$ cat config.mk
export PLATFORM = sky130hd
export DESIGN_NAME = display_source_scheduler_flat
export DESIGN_NICKNAME = d
export VERILOG_FILES = /design/src/rtl/display_source_scheduler_pkg.sv /design/src/rtl/display_source_scheduler_if.sv /design/src/rtl/display_source_scheduler_btn_debounce.sv /design/src/rtl/display_source_scheduler.sv /design/src/flat_wrapper.sv
export SDC_FILE = /design/constraint.sdc
export NUM_CORES = 1
export LEC_CHECK = 0
export CAP_MARGIN = 5
export CORE_UTILIZATION = 57
export CTS_BUF_LIST = sky130_fd_sc_hd__clkbuf_4 sky130_fd_sc_hd__clkbuf_8 sky130_fd_sc_hd__clkbuf_16
export DETAILED_ROUTE_END_ITERATION = 16
export PLACE_DENSITY_LB_ADDON = 0.15
export SYNTH_ARGS = -nofsm -noshare
export SYNTH_HDL_FRONTEND = slang
export SYNTH_SLANG_ARGS = --single-unit
export TNS_END_PERCENT = 1
$ cat constraint.sdc
create_clock -name clk -period 5.1 [get_ports clk]
set_input_delay 0.51 -clock clk [delete_from_list [all_inputs] [get_ports clk]]
set_output_delay 0.51 -clock clk [all_outputs]
set_load 0.01 [all_outputs]
$ cat src/rtl/display_source_scheduler_pkg.sv
// ---------------------------------------------------------------------------
// display_pkg
// Shared types and default constants for the display source scheduler.
//   disp_state_t            : scheduler state (IDLE, SHOW, HOLD)
//   DEFAULT_NUM_SRC         : default number of requesters
//   DEFAULT_DWELL_CYCLES    : default cycles each source is shown in auto mode
//   DEFAULT_DEBOUNCE_CYCLES : default cycles the button must be stable
//   SRC_W                   : select width for the default source count
// ---------------------------------------------------------------------------
package display_pkg;

    typedef enum logic [1:0] {
        IDLE,
        SHOW,
        HOLD
    } disp_state_t;

    localparam int DEFAULT_NUM_SRC         = 4;
    localparam int DEFAULT_DWELL_CYCLES    = 100_000_000;
    localparam int DEFAULT_DEBOUNCE_CYCLES = 1_000_000;
    localparam int SRC_W                   = $clog2(DEFAULT_NUM_SRC);

endpackage

$ cat src/rtl/display_source_scheduler_if.sv
// ---------------------------------------------------------------------------
// display_source_scheduler_if
// Bundles the requester-side bus of the scheduler.
//   src_data : source i value on bits [32*i +: 32]
//   src_req  : level request per source
//   number   : value shown on the display
//   sel      : index of the selected source
//   src_ack  : one-hot single-cycle pulse when a source becomes selected
//   active   : high while a source is being shown
// master = requester/datapath side, slave = scheduler side.
// ---------------------------------------------------------------------------
interface display_source_scheduler_if #(
    parameter int NUM_SRC = 4
);
    logic [32*NUM_SRC-1:0]       src_data;
    logic [NUM_SRC-1:0]          src_req;
    logic [31:0]                 number;
    logic [$clog2(NUM_SRC)-1:0]  sel;
    logic [NUM_SRC-1:0]          src_ack;
    logic                        active;

    modport master (
        output src_data,
        output src_req,
        input  number,
        input  sel,
        input  src_ack,
        input  active
    );

    modport slave (
        input  src_data,
        input  src_req,
        output number,
        output sel,
        output src_ack,
        output active
    );
endinterface

$ cat src/rtl/display_source_scheduler_btn_debounce.sv
// ---------------------------------------------------------------------------
// btn_debounce
// Turns a raw asynchronous push-button into a single-cycle pulse.
//   clk       : system clock
//   rst_n     : asynchronous active-low reset
//   btn_raw   : raw button input
//   btn_pulse : one-cycle pulse on each accepted press (rising edge)
// Two-flop synchronizer, then a stability counter that restarts on any
// change, then a rising-edge detect on the accepted level.
// ---------------------------------------------------------------------------
module btn_debounce #(
    parameter int DEBOUNCE_CYCLES = 1_000_000
)(
    input  logic clk,
    input  logic rst_n,
    input  logic btn_raw,
    output logic btn_pulse
);
    localparam int CW = $clog2(DEBOUNCE_CYCLES + 1);
    localparam logic [CW-1:0] CNT_LAST = CW'(DEBOUNCE_CYCLES - 1);

    logic          sync1;
    logic          sync2;
    logic          btn_last;
    logic          btn_db;
    logic [CW-1:0] cnt;

    // btn_last tracks the synchronized level; once it has been unchanged for
    // DEBOUNCE_CYCLES it becomes the accepted level btn_db, and only a 0->1
    // change of the accepted level produces a pulse.
    always_ff @(posedge clk or negedge rst_n) begin
        if (!rst_n) begin
            sync1     <= 1'b0;
            sync2     <= 1'b0;
            btn_last  <= 1'b0;
            btn_db    <= 1'b0;
            cnt       <= '0;
            btn_pulse <= 1'b0;
        end else begin
            sync1     <= btn_raw;
            sync2     <= sync1;
            btn_pulse <= 1'b0;
            if (sync2 != btn_last) begin
                btn_last <= sync2;
                cnt      <= '0;
            end else if (cnt != CNT_LAST) begin
                cnt <= cnt + 1'b1;
            end else if (btn_db != btn_last) begin
                btn_db    <= btn_last;
                btn_pulse <= btn_last;
            end
        end
    end

endmodule

$ cat src/rtl/display_source_scheduler.sv
// ---------------------------------------------------------------------------
// display_source_scheduler
// Time-shares the seven-segment display between NUM_SRC 32-bit requesters.
//   clk, rst_n : clock, asynchronous active-low reset
//   btn_next   : raw push-button, advances the selection in manual mode
//   mode_auto  : 1 = round-robin auto rotate with dwell timer, 0 = manual
//   hold       : 1 = freeze display and selection
//   bus        : slave side of display_source_scheduler_if
//                (src_data, src_req in; number, sel, src_ack, active out)
// ---------------------------------------------------------------------------
module display_source_scheduler
    import display_pkg::*;
#(
    parameter int NUM_SRC         = DEFAULT_NUM_SRC,
    parameter int DWELL_CYCLES    = DEFAULT_DWELL_CYCLES,
    parameter int DEBOUNCE_CYCLES = DEFAULT_DEBOUNCE_CYCLES
)(
    input  logic clk,
    input  logic rst_n,
    input  logic btn_next,
    input  logic mode_auto,
    input  logic hold,
    display_source_scheduler_if.slave bus
);
    localparam int SW = $clog2(NUM_SRC);
    localparam int DW = $clog2(DWELL_CYCLES + 1);
    localparam logic [SW-1:0]      LAST_SRC   = SW'(NUM_SRC - 1);
    localparam logic [DW-1:0]      DWELL_LAST = DW'(DWELL_CYCLES - 1);
    localparam logic [NUM_SRC-1:0] ACK_ONE    = NUM_SRC'(1);

    disp_state_t         state;
    logic [SW-1:0]       sel_q;
    logic [31:0]         number_q;
    logic [NUM_SRC-1:0]  ack_q;
    logic                active_q;
    logic [DW-1:0]       dwell;
    logic                mode_q;
    logic                btn_pulse;

    logic [SW-1:0]       rr_idx;
    logic                rr_found;
    logic [SW-1:0]       cand;
    logic [SW-1:0]       sel_inc;
    logic [31:0]         data_sel;
    logic [31:0]         data_inc;
    logic [31:0]         data_rr;

    btn_debounce #(
        .DEBOUNCE_CYCLES(DEBOUNCE_CYCLES)
    ) u_btn_debounce (
        .clk      (clk),
        .rst_n    (rst_n),
        .btn_raw  (btn_next),
        .btn_pulse(btn_pulse)
    );

    // Round-robin search sel+1 .. sel+NUM_SRC; the last candidate is sel
    // itself, so a lone requester that is already shown is found again.
    always_comb begin
        rr_found = 1'b0;
        rr_idx   = sel_q;
        cand     = sel_q;
        for (int i = 1; i <= NUM_SRC; i++) begin
            cand = SW'((int'(sel_q) + i) % NUM_SRC);
            if (!rr_found && bus.src_req[cand]) begin
                rr_found = 1'b1;
                rr_idx   = cand;
            end
        end
        sel_inc  = (sel_q == LAST_SRC) ? '0 : sel_q + 1'b1;
        data_sel = bus.src_data[32*int'(sel_q)   +: 32];
        data_inc = bus.src_data[32*int'(sel_inc) +: 32];
        data_rr  = bus.src_data[32*int'(rr_idx)  +: 32];
    end

    // Main FSM. hold has priority in SHOW; in auto mode a mode toggle clears
    // the dwell before anything else, and a button press is treated like an
    // early expiry so both together still advance by a single requester.
    always_ff @(posedge clk or negedge rst_n) begin
        if (!rst_n) begin
            state    <= IDLE;
            sel_q    <= '0;
            number_q <= '0;
            ack_q    <= '0;
            active_q <= 1'b0;
            dwell    <= '0;
            mode_q   <= 1'b0;
        end else begin
            ack_q  <= '0;
            mode_q <= mode_auto;
            unique case (state)
                IDLE: begin
                    dwell <= '0;
                    if (mode_auto) begin
                        if (rr_found) begin
                            state    <= SHOW;
                            active_q <= 1'b1;
                            sel_q    <= rr_idx;
                            number_q <= data_rr;
                            ack_q    <= ACK_ONE << rr_idx;
                        end
                    end else begin
                        state    <= SHOW;
                        active_q <= 1'b1;
                        number_q <= data_sel;
                        ack_q    <= ACK_ONE << sel_q;
                    end
                end
                SHOW: begin
                    if (hold) begin
                        state <= HOLD;
                    end else if (!mode_auto) begin
                        dwell <= '0;
                        if (btn_pulse) begin
                            sel_q    <= sel_inc;
                            number_q <= data_inc;
                            ack_q    <= ACK_ONE << sel_inc;
                        end else begin
                            number_q <= data_sel;
                        end
                    end else if (!mode_q) begin
                        dwell    <= '0;
                        number_q <= data_sel;
                    end else if (btn_pulse || dwell == DWELL_LAST) begin
                        dwell <= '0;
                        if (!rr_found) begin
                            state    <= IDLE;
                            active_q <= 1'b0;
                        end else begin
                            sel_q    <= rr_idx;
                            number_q <= data_rr;
                            if (rr_idx != sel_q) begin
                                ack_q <= ACK_ONE << rr_idx;
                            end
                        end
                    end else begin
                        dwell    <= dwell + 1'b1;
                        number_q <= data_sel;
                    end
                end
                HOLD: begin
                    if (mode_auto != mode_q) begin
                        dwell <= '0;
                    end
                    if (!hold) begin
                        state <= SHOW;
                    end
                end
                default: begin
                    state <= IDLE;
                end
            endcase
        end
    end

    assign bus.number  = number_q;
    assign bus.sel     = sel_q;
    assign bus.src_ack = ack_q;
    assign bus.active  = active_q;

endmodule

$ cat src/flat_wrapper.sv
// flat-port wrapper written by rule: the top's interface ports become plain ports
module display_source_scheduler_flat import display_pkg::*;
#(
    parameter int NUM_SRC         = DEFAULT_NUM_SRC,
    parameter int DWELL_CYCLES    = DEFAULT_DWELL_CYCLES,
    parameter int DEBOUNCE_CYCLES = DEFAULT_DEBOUNCE_CYCLES
)
  (clk, rst_n, btn_next, mode_auto, hold, bus_src_data, bus_src_req, bus_number, bus_sel, bus_src_ack, bus_active);
  display_source_scheduler_if #(.NUM_SRC(NUM_SRC)) bus_i ();
  input  logic clk;
  input  logic rst_n;
  input  logic btn_next;
  input  logic mode_auto;
  input  logic hold;
  input wire logic [$bits(bus_i.src_data)-1:0] bus_src_data;
  input wire logic [$bits(bus_i.src_req)-1:0] bus_src_req;
  output wire logic [$bits(bus_i.number)-1:0] bus_number;
  output wire logic [$bits(bus_i.sel)-1:0] bus_sel;
  output wire logic [$bits(bus_i.src_ack)-1:0] bus_src_ack;
  output wire logic [$bits(bus_i.active)-1:0] bus_active;
  assign bus_i.src_data = bus_src_data;
  assign bus_i.src_req = bus_src_req;
  assign bus_number = bus_i.number;
  assign bus_sel = bus_i.sel;
  assign bus_src_ack = bus_i.src_ack;
  assign bus_active = bus_i.active;
  display_source_scheduler #(.NUM_SRC(NUM_SRC), .DWELL_CYCLES(DWELL_CYCLES), .DEBOUNCE_CYCLES(DEBOUNCE_CYCLES)) u_core (.clk(clk), .rst_n(rst_n), .btn_next(btn_next), .mode_auto(mode_auto), .hold(hold), .bus(bus_i));
endmodule
==> metrics <==
status finished, final reports clean; cts repair resizes 0; Post-Synthesis Cells 813; initial antenna violation count 0; port buffer count 175; GPL Wtd Cong 0.903; Die Width 121 um; H-tree depth 3; register area share after synthesis 29.0%; total leakage power 3.78 nW; Worst-path clk slew 70 ps; share of layout cells above drive strength 1 17.9%; DR WL/cell 21.7 um; WS Path Type reg -> reg; CTS Sinks 94; number of synthesized flops with an enable pin 0; RSZ-0062 raised after global routing no; cell area after layout 10200 sq um; fmax 0.273 GHz; Fin. Hold Viols 0; final worst path period need 3660 ps; commonest non-fill, non-tap cells in the layout 174 x clkdlybuf4s50_1, 92 x dfrtp_1, 67 x mux2_2, 67 x nor2_1, 47 x mux4_2; max_cap viols 0; nets 1091; worst slack, placed 1330 ps; Synth Warn # 0; Hold Buf Count CTS 0; clock skew 5.90 ps; crit-path max FO 21; Worst-Margin Slew 1370 ps; utilization after layout 73.3%; Critical R2R Launch u_core.bus.sel[0]; Critical Path Start Type flip-flop; Via density 6.98; period utilization 71.8%; largest net degree at the start of global routing 80; Die Ht 121 um; Rows 43; commonest non-fill, non-tap cell in the layout clkdlybuf4s50_1; Vias 7890; Antenna Nets Post-Route 0; clk_lat worst skew 350 ps; Iter 0 DRT Violations 758; root buf cell clkbuf_16; Worst Hold Class in -> async; Diodes inserted 0; Yosys cell types 65; GRT overflow 0; setup violators final 0; buffers from clock root to sink, at most 2; Initial Utilization 58.5%; Routed WL 24500 um; WP data arrival 3910 ps; CP endpoint kind flip-flop; Worst Path Required 5350 ps; R2R Path End u_core.bus.number[21]; dpl cell area 9860 sq um; core area 13900 sq um; post-route setup TNS 0 ps; ys flop type dfrtp_1; Setup Fix Bufs, Post-CTS 0; Post-Syn Area 8110 sq um; vias in the first global route 7944; Post-synth ARST share 100%; Setup WS post-layout 1440 ps; Worst Reg-to-Reg Cells 9; placed wire-length estimate 16700 um; post-synthesis area per instance 9.98 sq um; CTS buffer count 9; Syn Nets 959; Rel. slew slack 8.91%; GRT Total Usage 33.6%; CTS tree built; pwr dens 488 nW/um^2; r2r setup slk 1440 ps; Synth Register Bits 94; hold slack final 158 ps; # DRC 0; full die area 14700 sq um; worst vdd ir 0.000466 V; IO Pins 176; 1st-pass router iterations 8; Max Slew Vio Count 0; first-pass GRT wire length 38800 um; area delta synth->final 25.4%
[Yosys cell counts, drive strengths merged (11+ instances only)]
library cell	number	area, sq um
mux2	67	754
buf	39	254
xor2	23	201
o21ai	39	199
and3	12	75.1
dfrtp	94	2350
nand3	18	90.1
a221oi	32	324
and2	11	68.8
nor2b	28	175
a211oi	34	255
clkbuf	33	124
a222oi	17	170
a22oi	13	97.6
xnor2	16	140
or3	14	87.6
nor2	69	262
mux2i	19	190
mux4	47	1060
nand2	42	158
nand4	11	68.8
a21oi	23	119
[sequential cells by signal, summed over array words and instances (netlist names)]
signal and cells:
u_core.bus.active 1, u_core.bus.number 32, u_core.bus.sel 2, u_core.bus.src_ack 4
u_core.dwell 27, u_core.mode_q 1, u_core.state 2, u_core.u_btn_debounce.btn_db 1
u_core.u_btn_debounce.btn_last 1, u_core.u_btn_debounce.btn_pulse 1, u_core.u_btn_debounce.cnt 20, u_core.u_btn_debounce.sync1 1
u_core.u_btn_debounce.sync2 1
[how the worst max path moves through the flow]
| stage | from | end | slack, ps |
|---|---|---|---|
| floorplan | u_core.bus.sel[0] | u_core.bus.number[3] | 2070 |
| global placement | bus_src_req[3] | u_core.bus.number[14] | 1500 |
| detailed placement | bus_src_req[3] | u_core.bus.number[9] | 1330 |
| global route | u_core.bus.sel[0] | u_core.bus.number[21] | 1240 |
| CTS | u_core.bus.sel[0] | u_core.bus.number[21] | 1490 |
| finish | u_core.bus.sel[0] | u_core.bus.number[21] | 1440 |
[metrics by stage]
stage	power, W	std cells
floorplan	0.00337	813
global placement	0.00410	1114
detailed placement	0.00421	1114
CTS	0.00493	1130
global route	0.00521	1130
finish	0.00497	1130
[worst max-delay path: stages, from the launching register on]
cell and delay [ps]:
dfrtp_4 600, inv_1 250, ha_2 430, or4_1 560, o21ai_0 240, a21oi_2 110, nor2_2 660, buf_4 380
a222oi_1 120, o21ai_0 200
[per-layer routing]
metal / part of all wire (%) / track usage, %
met1: 38 / 41.5
met5: 0 / 0
met3: 8.8 / 6.53
met2: 50 / 55.9
met4: 3.0 / 17.0
[final cells by class]
class,instances,area [sq um]
multi-input combinational,638,5360
fill,993,3710
clock inverter,4,56.3
inverter,9,33.8
clock buffer,12,254
sequential,94,2360
tap,180,225
timing repair buffer,193,1880
[report_power, final]
part           switching, W  internal [W]  total (W)
clock network      0.000299      0.000407   0.000706
logic               0.00164       0.00154    0.00318
registers          0.000180      0.000904    0.00108
total               0.00212       0.00285    0.00497
[kinds of logic after synthesis]
group                    after synthesis  share of synthesized area, %
AND/OR/NAND/NOR                      241                          15.6
multiplexers                         133                          24.7
adder cells (fa/ha/maj)                9                          1.39
buffers and inverters                 81                          5.07
AO/OA/AOI/OAI                        216                          20.1
XOR/XNOR                              39                          4.21
flip-flops                            94                          29.0
Note: power is estimated with default switching activity, not from simulation.
